## config.mk

```make
export PLATFORM = sky130hd
export DESIGN_NAME = peripheral_collector
export DESIGN_NICKNAME = d
export VERILOG_FILES = /design/src/rtl/peripheral_collector.sv
export SDC_FILE = /design/constraint.sdc
export NUM_CORES = 1
export LEC_CHECK = 0
export CAP_MARGIN = 40
export CELL_PAD_IN_SITES_DETAIL_PLACEMENT = 0
export CELL_PAD_IN_SITES_GLOBAL_PLACEMENT = 1
export CORE_MARGIN = 3
export CORE_UTILIZATION = 51
export CTS_CLUSTER_DIAMETER = 50
export CTS_CLUSTER_SIZE = 20
export DETAILED_ROUTE_END_ITERATION = 10
export GPL_TIMING_DRIVEN = 0
export PLACE_DENSITY = 0.76
export SLEW_MARGIN = 10
export SYNTH_ARGS = -nofsm -noshare
export SYNTH_HDL_FRONTEND = slang
export SYNTH_SLANG_ARGS = --single-unit
```

## constraint.sdc

```tcl
create_clock -name clock -period 6.3 [get_ports clock]
set_input_delay 0.63 -clock clock [delete_from_list [all_inputs] [get_ports clock]]
set_output_delay 0.63 -clock clock [all_outputs]
set_load 0.02 [all_outputs]
```

## src/rtl/peripheral_collector.sv

```systemverilog
// peripheral_collector: first-word-fall-through FIFO that gathers tagged core
// results, stamps each with a sequence number and counts lost strobes.
// Ports:
//   clock, reset (sync, active-low)
//   from_core/from_core_data/from_core_valid : tagged result strobe from the core
//   flush                                    : discard all buffered entries
//   out_tag/out_data/out_seq/out_valid       : head entry, zeroed while empty
//   out_ready                                : host accepts the head entry
//   count/full/empty                         : occupancy after the last edge
//   dropped                                  : saturating count of lost strobes
module peripheral_collector #(
    parameter int DATA_WIDTH = 32,
    parameter int DEPTH      = 8,
    parameter int SEQ_BITS   = 8
) (
    input  logic                     clock,
    input  logic                     reset,
    input  logic [1:0]               from_core,
    input  logic [DATA_WIDTH-1:0]    from_core_data,
    input  logic                     from_core_valid,
    input  logic                     flush,
    output logic [1:0]               out_tag,
    output logic [DATA_WIDTH-1:0]    out_data,
    output logic [SEQ_BITS-1:0]      out_seq,
    output logic                     out_valid,
    input  logic                     out_ready,
    output logic [$clog2(DEPTH):0]   count,
    output logic                     full,
    output logic                     empty,
    output logic [15:0]              dropped
);
    localparam int AW = $clog2(DEPTH);
    localparam int CW = AW + 1;
    localparam int EW = 2 + DATA_WIDTH + SEQ_BITS;

    typedef enum logic [1:0] {EMPTY, PARTIAL, FULL} state_t;

    state_t              state;
    logic [EW-1:0]       mem [DEPTH];
    logic [EW-1:0]       head;
    logic [AW-1:0]       rd_ptr;
    logic [AW-1:0]       wr_ptr;
    logic [SEQ_BITS-1:0] seq;
    logic [CW-1:0]       count_nxt;
    logic                push;
    logic                pop;

    assign empty     = state == EMPTY;
    assign full      = state == FULL;
    assign out_valid = !empty;
    assign pop       = out_valid && out_ready && !flush;
    // a full FIFO still accepts a strobe when the head leaves in the same cycle
    assign push      = from_core_valid && !flush && (!full || pop);
    assign count_nxt = (push && !pop) ? count + CW'(1) :
                       (pop && !push) ? count - CW'(1) : count;

    assign head     = mem[rd_ptr];
    assign out_tag  = out_valid ? head[EW-1 -: 2] : '0;
    assign out_data = out_valid ? head[SEQ_BITS +: DATA_WIDTH] : '0;
    assign out_seq  = out_valid ? head[SEQ_BITS-1:0] : '0;

    always_ff @(posedge clock) begin
        if (reset && push)
            mem[wr_ptr] <= {from_core, from_core_data, seq};
    end

    always_ff @(posedge clock) begin
        if (!reset) begin
            rd_ptr  <= '0;
            wr_ptr  <= '0;
            count   <= '0;
            seq     <= '0;
            dropped <= '0;
            state   <= EMPTY;
        end else begin
            // the tag advances on every strobe, accepted or not
            if (from_core_valid)
                seq <= seq + SEQ_BITS'(1);
            if (from_core_valid && !push && dropped != 16'hFFFF)
                dropped <= dropped + 16'd1;
            if (flush) begin
                rd_ptr <= '0;
                wr_ptr <= '0;
                count  <= '0;
                state  <= EMPTY;
            end else begin
                if (push)
                    wr_ptr <= wr_ptr + AW'(1);
                if (pop)
                    rd_ptr <= rd_ptr + AW'(1);
                count <= count_nxt;
                state <= (count_nxt == '0)          ? EMPTY :
                         (count_nxt == CW'(DEPTH)) ? FULL  : PARTIAL;
            end
        end
    end
endmodule

```

== Word-level counts from Yosys, hierarchy flattened ==
Memory sizes are Yosys's and may differ from the RTL's. A register that Yosys moved wholly into a read port is not among the register bits.
Cells that the tools add are included.

* Flip-flop bits (word level): 36
* RAM bits: 336
* Memories: 1

{| class="wikitable"
|+ Memories
! memory !! depth !! width !! rd ports !! clocked after Yosys merged registers in !! wr ports !! line !! text
|-
| mem || 8 || 42 || 1 || 1 || 1 || 39 || <nowiki>logic [EW-1:0] mem [DEPTH];</nowiki>
|}

* Add/subtract/negate cells: 6
* Equal/unequal tests: 3
* Mux-type cells: 10
* Bitwise gates (word level): 1
* Reductions and logical operators: 19

{| class="wikitable"
|+ Operators with widths
! kind !! count
|-
| $mux W32 || 1
|-
| $add A16 B1 Y16 const B || 1
|-
| $ne A16 B16 Y1 const B || 1
|-
| $logic_and A1 B1 Y1 || 9
|-
| $add A8 B1 Y8 const B || 1
|-
| $mux W4 || 2
|-
| $mux W8 || 1
|-
| $add A3 B1 Y3 const B || 2
|-
| $mux W3 || 2
|-
| $logic_not A1 Y1 || 5
|-
| $add A4 B1 Y4 const B || 1
|-
| $eq A4 B4 Y1 const B || 1
|-
| $logic_not A4 Y1 || 1
|-
| $mux W2 || 2
|-
| $sub A4 B1 Y4 const B || 1
|-
| $reduce_or A3 Y1 || 1
|-
| $eq A2 B2 Y1 const B || 1
|-
| $logic_not A2 Y1 || 1
|-
| $mux W1 || 2
|-
| $reduce_or A2 Y1 || 1
|-
| $logic_or A1 B1 Y1 || 1
|-
| $not A1 Y1 || 1
|}

== Logic depth before layout (Yosys ltp) ==
Gate-level depths: netlist of the first run.

* Depth in word-level cells: 12
* Gate-level depth with buffers: 6

== Least setup slack after synthesis of the first run ==
No wires, ideal clock.

* Path type: input to register
* Start: in reset
* End: mem mem[0][0] (netlist bit), enable pin
* Setup time: 494 ps
* Data arrival time: 4163 ps
* Data required time: 5806 ps
* Path slack: 1643 ps
* Cell stages on the path: 3
* Cells stage by stage: inv_1 -> or4_1 -> nor3_1

* Longest elaborated chain between the ends: 3

{| class="wikitable"
|+ RTL lines
! element !! line !! text
|-
| start, declared || 17 || <nowiki>input logic reset,</nowiki>
|-
| $logic_and A1 B1 Y1 || 63 || <nowiki>if (reset && push)</nowiki>
|-
| $mux W1 || 63 ||
|-
| $mux W1 (not written as such) || 64 || <nowiki>mem[wr_ptr] <= {from_core, from_core_data, seq};</nowiki>
|-
| end, declared || 39 ||
|}

No other way between the ends.

==> results of run 1 <==
-- worst paths after layout --
kind                          start                      to  slack (ns)  cells past startpoint
max                       flip-flop             out_data[5]        2.61                      6
min          rd_ptr[1]$_SDFFE_PP0N_  rd_ptr[1]$_SDFFE_PP0N_        0.52                      2
max reg2reg     state[1]$_SDFF_PP0_    mem[0][23]$_DFFE_PP_        3.44                      6
min reg2reg  rd_ptr[1]$_SDFFE_PP0N_  rd_ptr[1]$_SDFFE_PP0N_        0.52                      2
-- sequential cells by signal, summed over array words and instances, names as in the netlist, named ones only --
signal / flops
count: 4
state: 2
rd_ptr: 3
dropped: 16
wr_ptr: 3
seq: 8
mem: 336
-- synth_stat cells (all sizes together), types with 8 or more instances --
library cell | count | area, µm²
buf | 21 | 108
clkbuf | 11 | 41.3
dfxtp | 39 | 781
edfxtp | 336 | 10100
mux2i | 46 | 460
mux4 | 84 | 1890
nand2 | 12 | 45.0
nor2 | 79 | 297
nor3 | 8 | 45.0
o21ai | 8 | 43.8
xnor2 | 14 | 123
xor2 | 9 | 78.8
-- power by group --
part	switching (mW)	internal, mW
logic	0.0809	0.0676
clock network	0.973	1.21
registers	0.00914	2.71
-- worst max-delay path, delay by kind of cell, from the launching register on --
family	cells	cell delay, ns
buffers and inverters	3	1.53
and+or+nand+nor	1	0.20
DFF	1	0.39
muxes	2	0.43
-- final cells by class --
class / instances / share of cell area (%)
tap: 378 / 2.65
sequential: 375 / 60.9
buffer: 32 / 0.834
clock inverter: 25 / 1.72
clock buffer: 37 / 5.18
multi-input combinational: 328 / 20.3
inverter: 4 / 0.0841
timing repair buffer: 131 / 8.38
antenna: 1 / 0.0140
-- stage by stage --
stage | hold slack, ns | util [%] | TNS, ns
finish | 0.516 | 63.8 | 0
global route | 0.532 | 63.8 | 0
CTS | 0.507 | 63.8 | 0
detailed placement | 0.487 | 59.4 | 0
global placement | 0.478 | 57.5 | -184.07
floorplan | 0.454 | - | 0
-- metal layers --
layer	part of all wire [%]	GRT usage, %	vias to the layer above
met5	0.043	0	-
met4	1.4	4.55	2
met3	5.1	3.69	34
met2	52	34.7	239
met1	42	27.3	3856
li1	-	-	3332
-- kinds of logic (layout without fill, tap and decap cells) --
family	after synthesis	after routing	share of synthesized area, %
AND/OR/NAND/NOR	143	143	5.10
other	0	1	0
multiplexers	131	131	16.2
flip-flops	375	375	74.4
AO/OA/AOI/OAI	25	25	1.27
buffers and inverters	36	229	1.12
XOR/XNOR	23	23	1.38
adder cells (fa/ha/maj)	6	6	0.514
==> results.py, run 1 <==
metrics = {
    "detailed_routing": {
        "viasPerCell": 5.69,
        "wire_per_inst_um": 23.0,
        "drc": 0,
        "postRouteAntennaNets": 0,
        "wirelength_mm": 30.2,
        "dr.first_iter.drc_count": 573,
        "num_vias": 7463,
        "drt-pass1-iter-count": 5,
    },
    "setup_path": {
        "path_cells": "buf_2 -> buf_1 -> mux4_2 -> mux2i_1 -> nor2_1 -> clkdlybuf4s50_1",
        "path_class": "reg -> out",
        "max_stage_delay_ns": 0.66,
        "arrival_ns": 3.06,
        "worstSetupEndpointType": "primary output",
        "cp-start-kind": "flip-flop",
        "crit_slowest_cell": "clkdlybuf4s50_1",
        "required_ns": 5.67,
        "crit_fanout": 10,
    },
    "die": {
        "die-area_um2": 30700,
        "initial_core_util_pct": 52.1,
        "pin_count": 104,
        "core_area_um2": 28000,
        "die_w_um": 175,
        "rows": 61,
        "die_h_um": 175,
    },
    "sta": {
        "fin_skew_ns": 0.0147,
        "grt_setup_unrepaired": "false",
        "period_minus_slack_ns": 3.69,
        "worstMarginPinSlew_ns": 0.841,
        "setup_violations": 0,
        "min_period_over_period_pct": 58.6,
        "hold_violations": 0,
        "relSlewSlack_pct": 43.6,
        "max_freq_mhz": 271,
        "setup_slack_ns": 2.61,
        "drv_slew": 0,
    },
    "power": {
        "ir_worst_vdd_mv": 0.143,
        "power_mw": 5.05,
        "pwr_density_cell_nw_per_um2": 283,
        "p_leak_nw": 5.49,
    },
    "cells_and_area": {
        "nFillCells": 1935,
        "fin_nets": 951,
        "instances_no_fill": 1311,
        "seq_area_um2": 10900,
        "multi_input_area_um2": 3620,
        "fin_area_um2": 17900,
        "layout_common_cells": "edfxtp_1 (336), clkdlybuf4s50_1 (103), mux4_2 (84)",
        "final_common_cell": "edfxtp_1",
        "drive_above_1_share_pct": 22.3,
        "area_delta_synth_final_pct": 22.3,
    },
    "clock_tree": {
        "clkLatencyLatePin_ns": 0.51,
        "cts_buffers": 34,
        "cts_resized": 0,
        "clockBufferDepth": 3,
        "path_clk_slew_ns": 0.07,
        "postCtsSetupBuffers": 0,
        "cts_tree": "done",
        "clock-sinks": 375,
        "postCtsHoldBufs": 0,
        "cts_max_level": 2,
        "clockRootBuffer": "clkbuf_16",
    },
    "synth": {
        "synth_edf_count": 336,
        "ys_seq_elements": 375,
        "synthCells": 739,
        "avgSynthCellArea_um2": 19.8,
        "synthArstFlopShare_pct": 0,
        "synth_seq_area_share_pct": 74.4,
        "yosysWarningCount": 0,
        "syn-num-nets": 784,
        "ys_types": 51,
        "synth_area_um2": 14600,
        "synth_flop_cell": "edfxtp_1",
    },
    "grt": {
        "antenna_found_initial": 2,
        "grt_first_pass_wirelength_mm": 47.0,
        "grt_usage_pct": 20.2,
        "grt_pass1_vias": 8058,
        "overflow": 0,
        "grt_max_degree": 21,
    },
    "flow_run": {
        "maxCapViolCount": 0,
    },
    "placed_design": {
        "place_inst": 1248,
        "pre_cts_slack_ns": 2.54,
        "dpl.hpwl_mm": 19.3,
        "routabilityCongestion": 0.802,
        "io_buffers": 103,
        "place_area_um2": 16600,
    },
    "min_path": {
        "hold_class": "reg -> reg",
    },
    "outcome": {
        "status": "finished, final reports clean",
    },
}
No activity file was read; power rests on OpenSTA's default activity.
==> run 2, diff against run 1 <==
Clock period 6.3 ns to 3.5 ns, I/O delays scaled along.
==> run 2 against run 1 <==
  * Worst setup slack got worse by 2.5 ns
  * Register-to-register slack got worse by 2.6 ns
  * Clock skew is 0.0062 ns higher
  * Die area unchanged
  * Power grew 73%
  * Critical endpoint is now out_data[4]
  * Sequential share of layout area grew 0.48 points
  * Clock power grew 64%
  * Count of clock-buffer cells in the layout grew 4
  * Cell count is 0.53% lower
  * Global-route usage barely moved
==> results.py, run 2 (synthesis gave the netlist of run 1 again) <==
metrics = {
    "outcome": {
        "status": "finished, final reports clean",
    },
    "detailed_routing": {
        "num_vias": 7473,
        "postRouteAntennaNets": 0,
        "viasPerCell": 5.73,
        "wirelength_mm": 30.5,
        "drc": 0,
        "dr.first_iter.drc_count": 703,
        "drt-pass1-iter-count": 5,
        "wire_per_inst_um": 23.4,
    },
    "sta": {
        "relSlewSlack_pct": 45.5,
        "setup_slack_ns": 0.142,
        "grt_setup_unrepaired": "false",
        "fin_skew_ns": 0.0209,
        "min_period_over_period_pct": 95.9,
        "worstMarginPinSlew_ns": 0.818,
        "period_minus_slack_ns": 3.36,
        "setup_violations": 0,
        "drv_slew": 0,
        "hold_violations": 0,
        "worst_hold_slack_ns": 0.481,
        "max_freq_mhz": 298,
    },
    "grt": {
        "antenna_found_initial": 1,
        "grt_max_degree": 23,
        "overflow": 0,
        "grt_usage_pct": 20.2,
        "grt_pass1_vias": 8172,
        "grt_first_pass_wirelength_mm": 47.2,
    },
    "cells_and_area": {
        "area_delta_synth_final_pct": 21.4,
        "layout_common_cells": "edfxtp_1 (336), clkdlybuf4s50_1 (103), mux4_2 (84)",
        "top_register": "mem",
        "fin_area_um2": 17700,
        "largest_reg_flops": 336,
        "final_common_cell": "edfxtp_1",
        "instances_no_fill": 1304,
        "fin_nets": 946,
        "reg_top3": "mem: 336 flops, dropped: 16 flops, seq: 8 flops",
        "drive_above_1_share_pct": 21.3,
    },
    "clock_tree": {
        "clockBufferDepth": 3,
        "cts_resized": 1,
        "clockRootBuffer": "clkbuf_16",
        "cts_buffers": 35,
        "cts_max_level": 2,
        "path_clk_slew_ns": 0.07,
        "clkLatencyLatePin_ns": 0.52,
        "cts_tree": "done",
        "postCtsHoldBufs": 0,
        "clock-sinks": 375,
        "postCtsSetupBuffers": 0,
    },
    "setup_path": {
        "crit_top_cell": "clkbuf_1",
        "required_ns": 3.15,
        "cp-start-kind": "flip-flop",
        "crit_buf_inv": 4,
        "critical_path_cell_count": 6,
        "crit_fanout": 10,
        "crit_slowest_cell": "clkdlybuf4s50_1",
        "max_stage_delay_ns": 0.65,
        "r2r-end": "mem[0][38]$_DFFE_PP_",
        "setup.worst_path.end": "out_data[4]",
        "worstSetupEndpointType": "primary output",
        "path_delay_family": "buffers and inverters",
        "ff2ff_path_depth": 5,
        "r2r_start": "state[1]$_SDFF_PP0_",
        "regToRegSetupSlack_ns": 0.85,
        "arrival_ns": 3.01,
        "path_cells": "or2_2 -> clkbuf_1 -> clkinv_1 -> clkbuf_1 -> nor2_1 -> clkdlybuf4s50_1",
        "crit_start": "state[0]$_SDFF_PP0_",
        "path_class": "reg -> out",
    },
    "power": {
        "p_leak_nw": 5.40,
        "pwr_density_cell_nw_per_um2": 493,
        "power_mw": 8.75,
        "ir_worst_vdd_mv": 0.289,
    },
    "die": {
        "die_w_um": 175,
        "die-area_um2": 30700,
        "die_h_um": 175,
        "initial_core_util_pct": 52.1,
        "pin_count": 104,
        "rows": 61,
        "core_area_um2": 28000,
    },
    "placed_design": {
        "pre_cts_slack_ns": 0.149,
        "routabilityCongestion": 0.827,
        "io_buffers": 103,
        "dpl.hpwl_mm": 19.0,
        "place_inst": 1241,
        "place_area_um2": 16600,
    },
    "flow_run": {
        "maxCapViolCount": 0,
    },
    "min_path": {
        "worstHoldPathCells": 2,
        "hold_class": "in -> reg",
    },
}
[run 2: worst min-delay path by stage]
stage | start | slack (ns) | to
after detailed placement | count[3]$_SDFF_PP0_ | 0.49 | count[3]$_SDFF_PP0_
final | reset | 0.48 | dropped[10]$_SDFFE_PN0P_
after global routing | reset | 0.49 | dropped[10]$_SDFFE_PN0P_
after CTS | reset | 0.47 | dropped[10]$_SDFFE_PN0P_
after global placement | rd_ptr[1]$_SDFFE_PP0N_ | 0.48 | flip-flop
after floorplan | from_core_data[2] | 0.45 | mem[0][10]$_DFFE_PP_
[run 2: through the flow]
step,setup TNS (ns),utilization (%)
2_1_floorplan,0,-
3_3_place_gp,-743.98,57.5
3_5_place_dp,0,59.4
4_1_cts,0,63.2
5_1_grt,0,63.3
6_report,0,63.3
[run 2: area by class of cell]
| cell class | instances | area [µm²] |
|---|---|---|
| diodes | 1 | 2.50 |
| clock buffers | 41 | 898 |
| well taps | 378 | 473 |
| flip-flops and latches | 375 | 10900 |
| fillers | 1934 | 10300 |
| multi-input cells | 328 | 3640 |
| repair buffers | 125 | 1500 |
| clock inverters | 20 | 173 |
| inverters | 4 | 15.0 |
| plain buffers | 32 | 150 |
[run 2: report_power, final]
group          switching, mW  internal (mW)
combinational          0.146          0.124
clock                   1.62           1.95
sequential            0.0169           4.89
total                   1.78           6.96
[run 2: routing by layer]
| layer | global-route usage (%) | up-vias | share of wire, % |
|---|---|---|---|
| met4 | 5.85 | 0 | 2.4 |
| met3 | 3.11 | 53 | 4.5 |
| met1 | 27.4 | 3899 | 42 |
| met2 | 34.4 | 206 | 51 |
| li1 | - | 3315 | - |
| met5 | 0 | - | 0 |
==> run 3, diff against run 2 <==
Clock period 3.5 ns to 3.2 ns, I/O delays scaled along.
==> run 3 against run 2 <==
  * Non-clock buffer count fell by 1
  * Largest cell class unchanged
  * Highest routed layer unchanged
  * Clock power increased by 9.2%
  * First-iteration DRC count rose by 8.4%
  * Register-to-register slack got worse by 0.30 ns
  * Sequential power is 9.4% higher
  * Count of clock-buffer cells in the layout unchanged
==> results.py, run 3 (synthesis gave the netlist of run 1 again) <==
metrics = {
    "die": {
        "rows": 61,
        "die_h_um": 175,
        "die-area_um2": 30700,
        "die_w_um": 175,
        "pin_count": 104,
        "core_area_um2": 28000,
        "initial_core_util_pct": 52.1,
    },
    "sta": {
        "drv_slew": 0,
        "relSlewSlack_pct": 43.7,
        "max_freq_mhz": 321,
        "min_period_over_period_pct": 97.5,
        "worstMarginPinSlew_ns": 0.844,
        "fin_skew_ns": 0.0201,
        "period_minus_slack_ns": 3.12,
        "setup_violations": 0,
        "grt_setup_unrepaired": "false",
        "tns_ns": 0,
        "hold_violations": 0,
    },
    "detailed_routing": {
        "postRouteAntennaNets": 0,
        "wire_per_inst_um": 23.3,
        "drt-pass1-iter-count": 5,
        "drc": 0,
        "wirelength_mm": 30.4,
        "num_vias": 7522,
        "dr.first_iter.drc_count": 762,
        "viasPerCell": 5.77,
    },
    "grt": {
        "use_met3_pct": 3.11,
        "grt_usage_pct": 20.2,
        "grt_max_degree": 23,
        "grt_first_pass_wirelength_mm": 47.2,
        "top_usage_layer": "met2",
        "overflow": 0,
        "grt_use_met1_pct": 27.4,
        "grt_pass1_vias": 8171,
        "antenna_found_initial": 1,
        "grt_use_met2_pct": 34.5,
    },
    "clock_tree": {
        "cts_max_level": 2,
        "clockRootBuffer": "clkbuf_16",
        "cts_tree": "done",
        "path_clk_slew_ns": 0.06,
        "clkLatencyLatePin_ns": 0.52,
        "cts_buffers": 35,
        "postCtsSetupBuffers": 0,
        "clockBufferDepth": 3,
        "postCtsHoldBufs": 0,
        "clock-sinks": 375,
    },
    "outcome": {
        "status": "finished, final reports clean",
    },
    "cells_and_area": {
        "instances_no_fill": 1303,
        "largest_reg_flops": 336,
        "layout_common_cells": "edfxtp_1 (336), clkdlybuf4s50_1 (102), mux4_2 (84)",
        "final_common_cell": "edfxtp_1",
        "reg_top3": "mem: 336 flops, dropped: 16 flops, seq: 8 flops",
        "seq_area_um2": 10900,
        "top_register": "mem",
        "nFillCells": 1935,
        "fin_util_pct": 63.4,
        "area_delta_synth_final_pct": 21.5,
        "fin_nets": 945,
        "multi_input_area_um2": 3640,
        "drive_above_1_share_pct": 22.4,
    },
    "flow_run": {
        "maxCapViolCount": 0,
    },
    "power": {
        "pwr_density_cell_nw_per_um2": 539,
        "p_leak_nw": 5.45,
        "ir_worst_vdd_mv": 0.316,
        "power_mw": 9.56,
    },
    "placed_design": {
        "routabilityCongestion": 0.827,
        "io_buffers": 103,
        "dpl.hpwl_mm": 19.0,
        "place_inst": 1241,
    },
    "setup_path": {
        "arrival_ns": 2.80,
        "crit_fanout": 10,
        "path_cells": "clkbuf_1 -> mux4_2 -> mux2i_1 -> nor2_1 -> clkdlybuf4s50_1",
        "worstSetupEndpointType": "primary output",
        "regToRegSetupSlack_ns": 0.55,
        "path_delay_family": "buffers and inverters",
        "path_class": "reg -> out",
        "crit_buf_inv": 2,
        "cp-start-kind": "flip-flop",
        "required_ns": 2.88,
        "max_stage_delay_ns": 0.66,
        "crit_slowest_cell": "clkbuf_1",
    },
    "min_path": {
        "hold_class": "in -> reg",
    },
}
-- run 3: final cells by class --
type,count,area share (%)
sequential,375,61.2
clock buffer,41,5.06
tap,378,2.66
antenna,1,0.0141
timing repair buffer,125,8.49
multi-input combinational,328,20.5
buffer,31,0.966
clock inverter,20,0.973
inverter,4,0.0916
-- run 3: final timing paths --
check	from	endpoint	cells past startpoint
setup reg to reg	state[1]$_SDFF_PP0_	mem[0][38]$_DFFE_PP_	5
hold / removal	reset	dropped[10]$_SDFFE_PN0P_	2
hold reg to reg	count[3]$_SDFF_PP0_	count[3]$_SDFF_PP0_	2
setup / recovery	flip-flop	out_data[4]	5
-- run 3: timing repair --
item                       in CTS  in global routing
resized for setup              14                  3
cloned                          0                  0
setup endpoints to repair      42                 12
-- run 3: layer usage --
metal | part of all wire (%) | wire length, µm | vias to the layer above
met5 | 0 | 0 | -
met4 | 2.3 | 707 | 0
met3 | 5.3 | 1600 | 51
met2 | 51 | 15400 | 245
met1 | 42 | 12600 | 3909
li1 | - | - | 3317
-- run 3: stage by stage --
step	worst slack [ns]	hold WS [ns]	instance area [µm²]
floorplan	-0.101	0.419	14600
global placement	-2.71	0.482	16100
detailed placement	-0.121	0.487	16600
CTS	0.00921	0.440	17700
global route	0.00202	0.460	17700
finish	0.0806	0.454	17700
-- run 3: report_power, final --
group          internal (mW)  switching, mW  total (mW)
Clock                   2.13           1.77        3.90
Sequential              5.35         0.0184        5.36
Combinational          0.137          0.160       0.296
Total                   7.62           1.94        9.56
